### config.mk
export PLATFORM = sky130hd
export DESIGN_NAME = add8u_err_monitor
export DESIGN_NICKNAME = d
export VERILOG_FILES = /design/src/rtl/add8u_err_monitor.sv
export SDC_FILE = /design/constraint.sdc
export NUM_CORES = 1
export LEC_CHECK = 0
export CAP_MARGIN = 25
export CORE_ASPECT_RATIO = 1.25
export CORE_UTILIZATION = 48
export CTS_CLUSTER_DIAMETER = 200
export DETAILED_ROUTE_END_ITERATION = 8
export PLACE_DENSITY = 0.78
export SETUP_SLACK_MARGIN = 0.1
export SYNTH_ARGS = -nofsm -noshare
export SYNTH_HDL_FRONTEND = slang
export SYNTH_SLANG_ARGS = --single-unit
export TNS_END_PERCENT = 30
### constraint.sdc
create_clock -name clk -period 5.75 [get_ports clk]
set_input_delay 1.15 -clock clk [delete_from_list [all_inputs] [get_ports clk]]
set_output_delay 1.15 -clock clk [all_outputs]
set_load 0.005 [all_outputs]
### src/rtl/add8u_err_monitor.sv
// Streaming error-metric engine for 8-bit unsigned approximate adders.
// It recomputes a+b, measures |exact-approx| and accumulates the MAE/MSE numerators, the EP count and the WCE.
module add8u_err_monitor #(
    parameter int CNT_W = 32,
    parameter int SUM_W = 48,
    parameter int SQ_W  = 56
) (
    input  logic             clk,
    input  logic             rst_n,
    input  logic             start,
    input  logic             clear,
    input  logic [CNT_W-1:0] n_samples,
    input  logic             in_valid,
    output logic             in_ready,
    input  logic [7:0]       a,
    input  logic [7:0]       b,
    input  logic [8:0]       approx_sum,
    output logic             busy,
    output logic             done,
    output logic [CNT_W-1:0] sample_cnt,
    output logic [CNT_W-1:0] err_cnt,
    output logic [SUM_W-1:0] abs_err_sum,
    output logic [SQ_W-1:0]  sq_err_sum,
    output logic [8:0]       wce
);

    typedef enum logic [1:0] {IDLE, RUN, DONE} state_t;

    state_t            state;
    logic [CNT_W-1:0]  target;
    logic [CNT_W-1:0]  accepted;
    logic [CNT_W-1:0]  accepted_nxt;
    logic              hs_p0;
    logic              start_ok;
    logic [8:0]        exact_p0;
    logic signed [9:0] diff_p0;
    logic [8:0]        err_p0;
    logic              vld_p1;
    logic [8:0]        err_p1;
    logic              nz_p1;
    logic [17:0]       sq_p1;

    function automatic logic [8:0] abs_err(input logic signed [9:0] d);
        logic signed [9:0] m;
        m = (d < 0) ? -d : d;
        return m[8:0];
    endfunction

    function automatic logic [CNT_W-1:0] sat_cnt(input logic [CNT_W-1:0] acc,
                                                 input logic [CNT_W-1:0] inc);
        logic [CNT_W:0] s;
        s = {1'b0, acc} + {1'b0, inc};
        return s[CNT_W] ? '1 : s[CNT_W-1:0];
    endfunction

    function automatic logic [SUM_W-1:0] sat_sum(input logic [SUM_W-1:0] acc,
                                                 input logic [SUM_W-1:0] inc);
        logic [SUM_W:0] s;
        s = {1'b0, acc} + {1'b0, inc};
        return s[SUM_W] ? '1 : s[SUM_W-1:0];
    endfunction

    function automatic logic [SQ_W-1:0] sat_sq(input logic [SQ_W-1:0] acc,
                                               input logic [SQ_W-1:0] inc);
        logic [SQ_W:0] s;
        s = {1'b0, acc} + {1'b0, inc};
        return s[SQ_W] ? '1 : s[SQ_W-1:0];
    endfunction

    function automatic logic [8:0] max9(input logic [8:0] x, input logic [8:0] y);
        return (x > y) ? x : y;
    endfunction

    assign hs_p0        = in_valid && in_ready;
    assign start_ok     = start && (state != RUN);
    assign accepted_nxt = accepted + CNT_W'(1);

    // Stage 0: exact sum and absolute error, combinational from the accepted inputs
    assign exact_p0 = {1'b0, a} + {1'b0, b};
    assign diff_p0  = $signed({1'b0, exact_p0}) - $signed({1'b0, approx_sum});
    assign err_p0   = abs_err(diff_p0);

    // Run control; in_ready is kept registered as (state==RUN && accepted<target)
    always_ff @(posedge clk or negedge rst_n) begin
        if (!rst_n) begin
            state    <= IDLE;
            target   <= '0;
            accepted <= '0;
            in_ready <= 1'b0;
            busy     <= 1'b0;
            done     <= 1'b0;
        end else if (clear) begin
            state    <= IDLE;
            target   <= '0;
            accepted <= '0;
            in_ready <= 1'b0;
            busy     <= 1'b0;
            done     <= 1'b0;
        end else begin
            case (state)
                IDLE, DONE: begin
                    if (start) begin
                        target   <= n_samples;
                        accepted <= '0;
                        if (n_samples == '0) begin
                            state    <= DONE;
                            in_ready <= 1'b0;
                            busy     <= 1'b0;
                            done     <= 1'b1;
                        end else begin
                            state    <= RUN;
                            in_ready <= 1'b1;
                            busy     <= 1'b1;
                            done     <= 1'b0;
                        end
                    end
                end
                RUN: begin
                    if (hs_p0) begin
                        accepted <= accepted_nxt;
                        in_ready <= (accepted_nxt < target);
                    end
                    // No handshake is possible once accepted==target, so stage 1 drains on this edge
                    if (accepted == target) begin
                        state    <= DONE;
                        in_ready <= 1'b0;
                        busy     <= 1'b0;
                        done     <= 1'b1;
                    end
                end
                default: begin
                    state    <= IDLE;
                    in_ready <= 1'b0;
                    busy     <= 1'b0;
                    done     <= 1'b0;
                end
            endcase
        end
    end

    // Stage 1: capture error of the accepted sample
    always_ff @(posedge clk) begin
        if (hs_p0) begin
            err_p1 <= err_p0;
            nz_p1  <= (err_p0 != '0);
        end
    end

    assign sq_p1 = {9'd0, err_p1} * {9'd0, err_p1};

    // Stage 2: saturating accumulation into the visible statistics
    always_ff @(posedge clk or negedge rst_n) begin
        if (!rst_n) begin
            vld_p1      <= 1'b0;
            sample_cnt  <= '0;
            err_cnt     <= '0;
            abs_err_sum <= '0;
            sq_err_sum  <= '0;
            wce         <= '0;
        end else if (clear) begin
            vld_p1      <= 1'b0;
            sample_cnt  <= '0;
            err_cnt     <= '0;
            abs_err_sum <= '0;
            sq_err_sum  <= '0;
            wce         <= '0;
        end else begin
            vld_p1 <= hs_p0;
            if (start_ok) begin
                sample_cnt  <= '0;
                err_cnt     <= '0;
                abs_err_sum <= '0;
                sq_err_sum  <= '0;
                wce         <= '0;
            end else if (vld_p1) begin
                sample_cnt  <= sat_cnt(sample_cnt, CNT_W'(1));
                err_cnt     <= sat_cnt(err_cnt, CNT_W'(nz_p1));
                abs_err_sum <= sat_sum(abs_err_sum, SUM_W'(err_p1));
                sq_err_sum  <= sat_sq(sq_err_sum, SQ_W'(sq_p1));
                wce         <= max9(wce, err_p1);
            end
        end
    end

endmodule

==> results.py, run 1 <==
metrics = {
    "timing": {
        "fin_crit_sh_pct": 95.9,
        "tightest_slew_ps": 990,
        "rsz0062_at_grt": "yes",
        "slew_viol_final": 0,
        "hold_violations": 0,
        "slew_headroom_pct": 33.8,
        "fmax_mhz": 181,
        "finalSetupViolCount": 0,
        "min_period_ps": 5520,
        "finalClockSkew_ps": 24.7,
    },
    "detailed_routing": {
        "route.detailed.drc": 0,
        "via_per_inst": 6.01,
        "wire_per_inst_um": 19.0,
        "postRouteAntennaNets": 0,
        "drt-total-wl_mm": 53.7,
        "drtIter0Drc": 1202,
        "vias": 16900,
        "dr.pass1.iters": 5,
    },
    "synthesis": {
        "synth_top_cells_by_area": "dfrtp_1 (33%), ha_1 (7.4%), fa_1 (5.9%)",
        "yosys.cell_types.count": 90,
        "yosysSeqAreaShare_pct": 35.0,
        "yosysTopAreaCell": "dfrtp_1",
        "syn-cell-area_um2": 18400,
        "synth.avg_cell_area_um2": 8.86,
        "async_flop_share_pct": 96.1,
        "ys.flop_type": "dfrtp_1",
        "synth_nets": 2307,
        "yosys_warnings": 0,
        "synth_top_area_share_pct": 33.4,
        "synth_cells": 2082,
        "ys_ff_latch": 256,
        "synth_edf_count": 10,
    },
    "power": {
        "ir_drop_mv": 0.372,
        "leakage_nw": 10.1,
        "p_per_area_nw_per_um2": 318,
    },
    "job": {
        "maxCapViolCount": 0,
    },
    "die": {
        "core_area_um2": 37600,
        "core.rowCount": 79,
        "start_util_pct": 49.1,
        "die_area_um2": 39200,
        "io_pins": 242,
        "die_w_um": 177,
        "die_h_um": 221,
    },
    "place": {
        "hpwl_mm": 39.2,
        "placed_cell_area_um2": 21500,
        "gp_congestion": 0.906,
        "portBuffers": 241,
        "placed_cells": 2759,
    },
    "clock_tree": {
        "clk-insertion-delay-late_ps": 590,
        "cts.sinks": 256,
        "numCtsBuffers": 29,
        "h-tree-depth": 1,
        "root_buffer": "clkbuf_16",
        "clk_pin_slew_worst_paths_ps": 60,
        "cts_tree": "yes",
        "cts_buffer_depth": 3,
    },
    "global_route": {
        "grt_max_degree": 118,
        "grt_pass1_vias": 16600,
        "grt_pass1_wl_mm": 86.2,
        "overflow": 0,
        "antenna_found_initial": 0,
        "grt_usage_pct": 27.0,
    },
    "cells_and_area": {
        "diodes": 0,
        "fin_cells": 2818,
        "area_growth_pct": 23.3,
        "finalInstanceArea_um2": 22700,
        "fin_util_pct": 60.5,
        "nets": 2538,
        "fillers": 3172,
        "drive_above_1_share_pct": 9.52,
    },
    "setup_path": {
        "crit_fanout": 5,
        "critPathLaunchType": "flip-flop",
        "cp_data_arrival_time_ps": 5960,
        "path_class": "flip-flop to flip-flop",
        "endpoint_kind": "flip-flop",
        "crit_required_ps": 6190,
    },
    "run_status": {
        "outcome": "finished clean",
    },
    "worst_hold_path": {
        "worstHoldPathType": "flip-flop to flip-flop",
    },
}
==> metal layers <==
metal / routed length [µm] / GRT usage [%] / vias up / share of wire, %
met5: 0 / 0 / - / 0
met2: 27300 / 47.3 / 560 / 51
met3: 2790 / 3.63 / 149 / 5.2
met1: 21200 / 32.7 / 8339 / 39
met4: 2410 / 12.2 / 0 / 4.5
li1: - / - / 7900 / -
==> final cells by class <==
cell class / instances / area, µm² / share of cell area [%]
well taps: 486 / 608 / 2.68
multi-input cells: 1545 / 11200 / 49.1
inverters: 185 / 703 / 3.09
repair buffers: 296 / 2860 / 12.6
flip-flops and latches: 256 / 6460 / 28.4
clock inverters: 12 / 135 / 0.594
clock buffers: 38 / 810 / 3.56
==> kinds of logic after synthesis <==
family	synth area share (%)
multiplexers	0.489
AND/OR/NAND/NOR	19.9
buffers and inverters	6.08
XOR/XNOR	5.41
AO/OA/AOI/OAI	19.8
flip-flops	35.0
adder cells (fa/ha/maj)	13.3
==> registers in the layout (all words and copies together), names as in the netlist, 9 cells and up <==
signal / cells
sq_err_sum: 56
abs_err_sum: 48
accepted: 32
err_cnt: 32
sample_cnt: 32
target: 32
err_p1: 9
wce: 9
==> cell usage in the layout, fill, tap and decap left out, types with 42 or more instances in the layout <==
cell	n
buf_4	51
nor3_1	47
fa_1	53
nand2_1	152
a21oi_1	113
a31oi_1	50
xnor2_1	42
ha_1	105
o21ai_0	157
and3_1	55
nand3_1	75
nor2_1	149
inv_1	174
dfrtp_1	245
clkdlybuf4s50_1	240
xor2_1	72
==> through the flow <==
step                      power, W  setup TNS [ps]  setup WS [ps]  hold WS [ps]
final                      0.00723               0            233           519
after global routing       0.00771            -164          -47.5           549
after CTS                  0.00703               0           77.4           517
after detailed placement   0.00511            -178          -42.9           508
after global placement     0.00501               0            119           489
after floorplan            0.00418               0            133           456
==> synthesized netlist by cell type, types with 50 or more instances <==
cell type	instances
dfrtp_1	246
inv_1	180
o21ai_0	159
nand2_1	157
nor2_1	157
a21oi_1	118
ha_1	109
clkbuf_1	75
nand3_1	75
xor2_1	72
and3_1	56
fa_1	54
nor3_1	53
a31oi_1	50
==> where the power goes <==
| part | total (W) | internal (W) | switching [W] |
|---|---|---|---|
| Clock | 0.00188 | 0.00108 | 0.000798 |
| Combinational | 0.00344 | 0.00145 | 0.00199 |
| Sequential | 0.00192 | 0.00187 | 0.0000482 |
| Total | 0.00723 | 0.00440 | 0.00284 |
==> what timing repair did <==
action,CTS,global route
cloned,0,1
hold buffers,0,0
resized for setup,7,47
pin swaps,1,33
buffers inserted,1,5
endpoints found under the setup margin,30,56
==> critical path: stages (launching register included) <==
cell	delay (ps)
edfxtp_1	410
clkinv_4	100
nor2_4	120
inv_2	40
fa_1	490
inv_1	50
fa_1	500
inv_2	50
fa_1	550
inv_2	40
fa_1	470
inv_1	50
fa_1	490
inv_2	50
ha_4	210
a21o_1	190
a221oi_4	350
o21ai_4	140
o2bb2ai_4	180
o211ai_1	360
buf_4	250
nor3_4	60
a31oi_1	200
a311oi_2	60
==> worst paths after layout <==
| check | start | end | slack (ps) | cells after the start |
|---|---|---|---|---|
| max | err_p1[6] | sq_err_sum[44] | 230 | 23 |
| max in group asynchronous | rst_n | abs_err_sum[13] | 3850 | 2 |
| min | sample_cnt[20] | sample_cnt[20] | 520 | 1 |
| max reg2reg | err_p1[6] | sq_err_sum[44] | 230 | 23 |
| min in group asynchronous | rst_n | err_cnt[27] | 620 | 1 |
| min reg2reg | sample_cnt[20] | sample_cnt[20] | 520 | 1 |
Power figures use the tool's default switching activity.
==> run 2, diff against run 1 <==
- CTS_CLUSTER_DIAMETER: 200 -> default
- PLACE_DENSITY: 0.78 -> 0.75
- clock period: 5.75 -> 6.85 ns (I/O delays scaled with it)
==> run 2 against run 1 <==
Sequential share of layout area grew 0.66 points. Clock skew is 13 ps higher. Total power down 22%. Largest cell class unchanged. Sequential cell count is the same. Highest routed layer unchanged.
==> results.py, run 2 (same netlist as run 1, synthesis figures left out) <==
metrics = {
    "clock_tree": {
        "root_buffer": "clkbuf_16",
        "clk_pin_slew_worst_paths_ps": 60,
        "post-cts-setup-buffers": 0,
        "cts_tree": "yes",
        "cts.sinks": 256,
        "clk-insertion-delay-late_ps": 590,
        "postCtsHoldBufs": 0,
        "numCtsBuffers": 28,
        "cts_buffer_depth": 3,
        "h-tree-depth": 1,
        "postCtsResizedCells": 0,
    },
    "timing": {
        "finalSetupViolCount": 0,
        "holdWs_ps": 500,
        "finalClockSkew_ps": 37.7,
        "fmax_mhz": 155,
        "tightest_slew_ps": 1050,
        "slew_headroom_pct": 29.9,
        "setup_slack_ps": 413,
        "fin_crit_sh_pct": 94.0,
        "slew_viol_final": 0,
        "hold_violations": 0,
        "min_period_ps": 6440,
        "rsz0062_at_grt": "no",
        "tns_ps": 0,
    },
    "detailed_routing": {
        "route.detailed.drc": 0,
        "postRouteAntennaNets": 0,
        "drtIter0Drc": 1277,
        "dr.pass1.iters": 5,
        "drt-total-wl_mm": 52.5,
        "vias": 16700,
        "via_per_inst": 5.99,
        "wire_per_inst_um": 18.8,
    },
    "cells_and_area": {
        "area_growth_pct": 20.5,
        "drive_above_1_share_pct": 6.23,
        "regMostFlops": "sq_err_sum",
        "register_area_um2": 6460,
        "nets": 2502,
        "reg_top3": "sq_err_sum: 56 flops, abs_err_sum: 48 flops",
        "largest_reg_flops": 56,
        "final_common_cell": "dfrtp_1",
        "final_cell_mix": "dfrtp_1 (245), clkdlybuf4s50_1 (240), inv_1 (180)",
        "multi_input_area_um2": 10900,
        "fillers": 3338,
        "diodes": 0,
        "fin_cells": 2783,
    },
    "global_route": {
        "grt_max_degree": 133,
        "met2_usage_pct": 45.1,
        "overflow": 0,
        "antenna_found_initial": 0,
        "grt_pass1_wl_mm": 84.5,
        "grt_util_met3_pct": 3.38,
        "grt_usage_pct": 26.5,
        "busiest_layer": "met2",
        "grt_pass1_vias": 16400,
        "use_met1_pct": 32.9,
    },
    "setup_path": {
        "cp_common_cell": "fa_1",
        "cpMaxStageDelayCell": "edfxtp_1",
        "crit_fanout": 10,
        "path_buf_inv": 4,
        "crit_required_ps": 7330,
        "cp_top_family": "adder cells",
        "ff2ff_path_depth": 19,
        "cp_data_arrival_time_ps": 6920,
        "critPathLaunchType": "flip-flop",
        "rr_startpoint": "err_p1[2]",
        "path_class": "flip-flop to flip-flop",
        "reg2reg_slack_ps": 410,
        "crit_chain": "inv_1 > nor2_1 > fa_1 > fa_1 > fa_1 > fa_1 > inv_1 > fa_1 > inv_1 > ha_1 > and3_1 > a221oi_1 > o21ai_1 > o2bb2ai_1 > o2111a_1 > nor2_2 > buf_4 > a31oi_1 > o21a_1",
        "endpoint_kind": "flip-flop",
        "cpPeakStageDelay_ps": 550,
        "r2r-end": "sq_err_sum[19]",
    },
    "place": {
        "gp_congestion": 0.943,
        "pre_cts_ws_ps": 408,
        "portBuffers": 241,
        "hpwl_mm": 38.7,
        "placed_cells": 2733,
    },
    "die": {
        "die_w_um": 177,
        "core.rowCount": 79,
        "core_area_um2": 37600,
        "die_area_um2": 39200,
        "die_h_um": 221,
        "start_util_pct": 49.1,
        "io_pins": 242,
    },
    "worst_hold_path": {
        "worstHoldStart": "target[0]",
        "worstHoldPathType": "flip-flop to flip-flop",
        "holdPathEnd": "target[0]",
        "hold_depth": 2,
    },
    "run_status": {
        "outcome": "finished clean",
    },
    "power": {
        "ir_drop_mv": 0.315,
        "leakage_nw": 9.90,
        "p_per_area_nw_per_um2": 253,
    },
    "job": {
        "maxCapViolCount": 0,
    },
}
==> run 2: final cells by class <==
class,count,share of cell area (%)
sequential,256,29.1
clock buffer,40,3.76
timing repair buffer,261,11.7
inverter,185,3.14
tap,486,2.74
multi-input combinational,1545,49.1
clock inverter,10,0.484
==> run 2: worst max-delay path by stage <==
| stage | from | slack, ps | depth (start not counted) | endpoint |
|---|---|---|---|---|
| 2_1_floorplan | err_p1[6] | 820 | 24 | sq_err_sum[26] |
| 3_3_place_gp | err_p1[2] | 650 | 19 | sq_err_sum[19] |
| 3_5_place_dp | err_p1[2] | 410 | 19 | sq_err_sum[19] |
| 4_1_cts | err_p1[2] | 410 | 19 | sq_err_sum[19] |
| 5_1_grt | err_p1[2] | 110 | 19 | sq_err_sum[19] |
| 6_report | err_p1[2] | 410 | 19 | sq_err_sum[19] |
==> run 2: per-stage QoR <==
stage          instance area (µm²)  power, W  utilization [%]
2_1_floorplan                18400   0.00347                -
3_3_place_gp                 21200   0.00402             56.5
3_5_place_dp                 21300   0.00410             56.6
4_1_cts                      22200   0.00565             59.1
5_1_grt                      22200   0.00601             59.1
6_report                     22200   0.00562             59.1
==> run 2: metal layers <==
metal / wire length, µm / up-vias / share of wire [%]
met5: 0 / - / 0
met4: 2350 / 0 / 4.5
met2: 26200 / 521 / 50
li1: - / 7837 / -
met1: 21200 / 8186 / 40
met3: 2710 / 129 / 5.2
==> run 2: worst min-delay path: stages, from the launching register on <==
cell and delay [ps]:
dfrtp_1 350, nand2_1 50, o21ai_0 60
==> run 2: power by group <==
| group | total (W) | leakage, nW | internal [W] | switching, W |
|---|---|---|---|---|
| clock network | 0.00154 | 0.471 | 0.000887 | 0.000651 |
| logic | 0.00247 | 5.94 | 0.000975 | 0.00149 |
| registers | 0.00161 | 3.49 | 0.00157 | 0.0000461 |
==> run 3, diff against run 2 <==
- SLEW_MARGIN: default -> 20
==> results of run 3 <==
Final layout, timing and power as in run 2 (identical DEF).
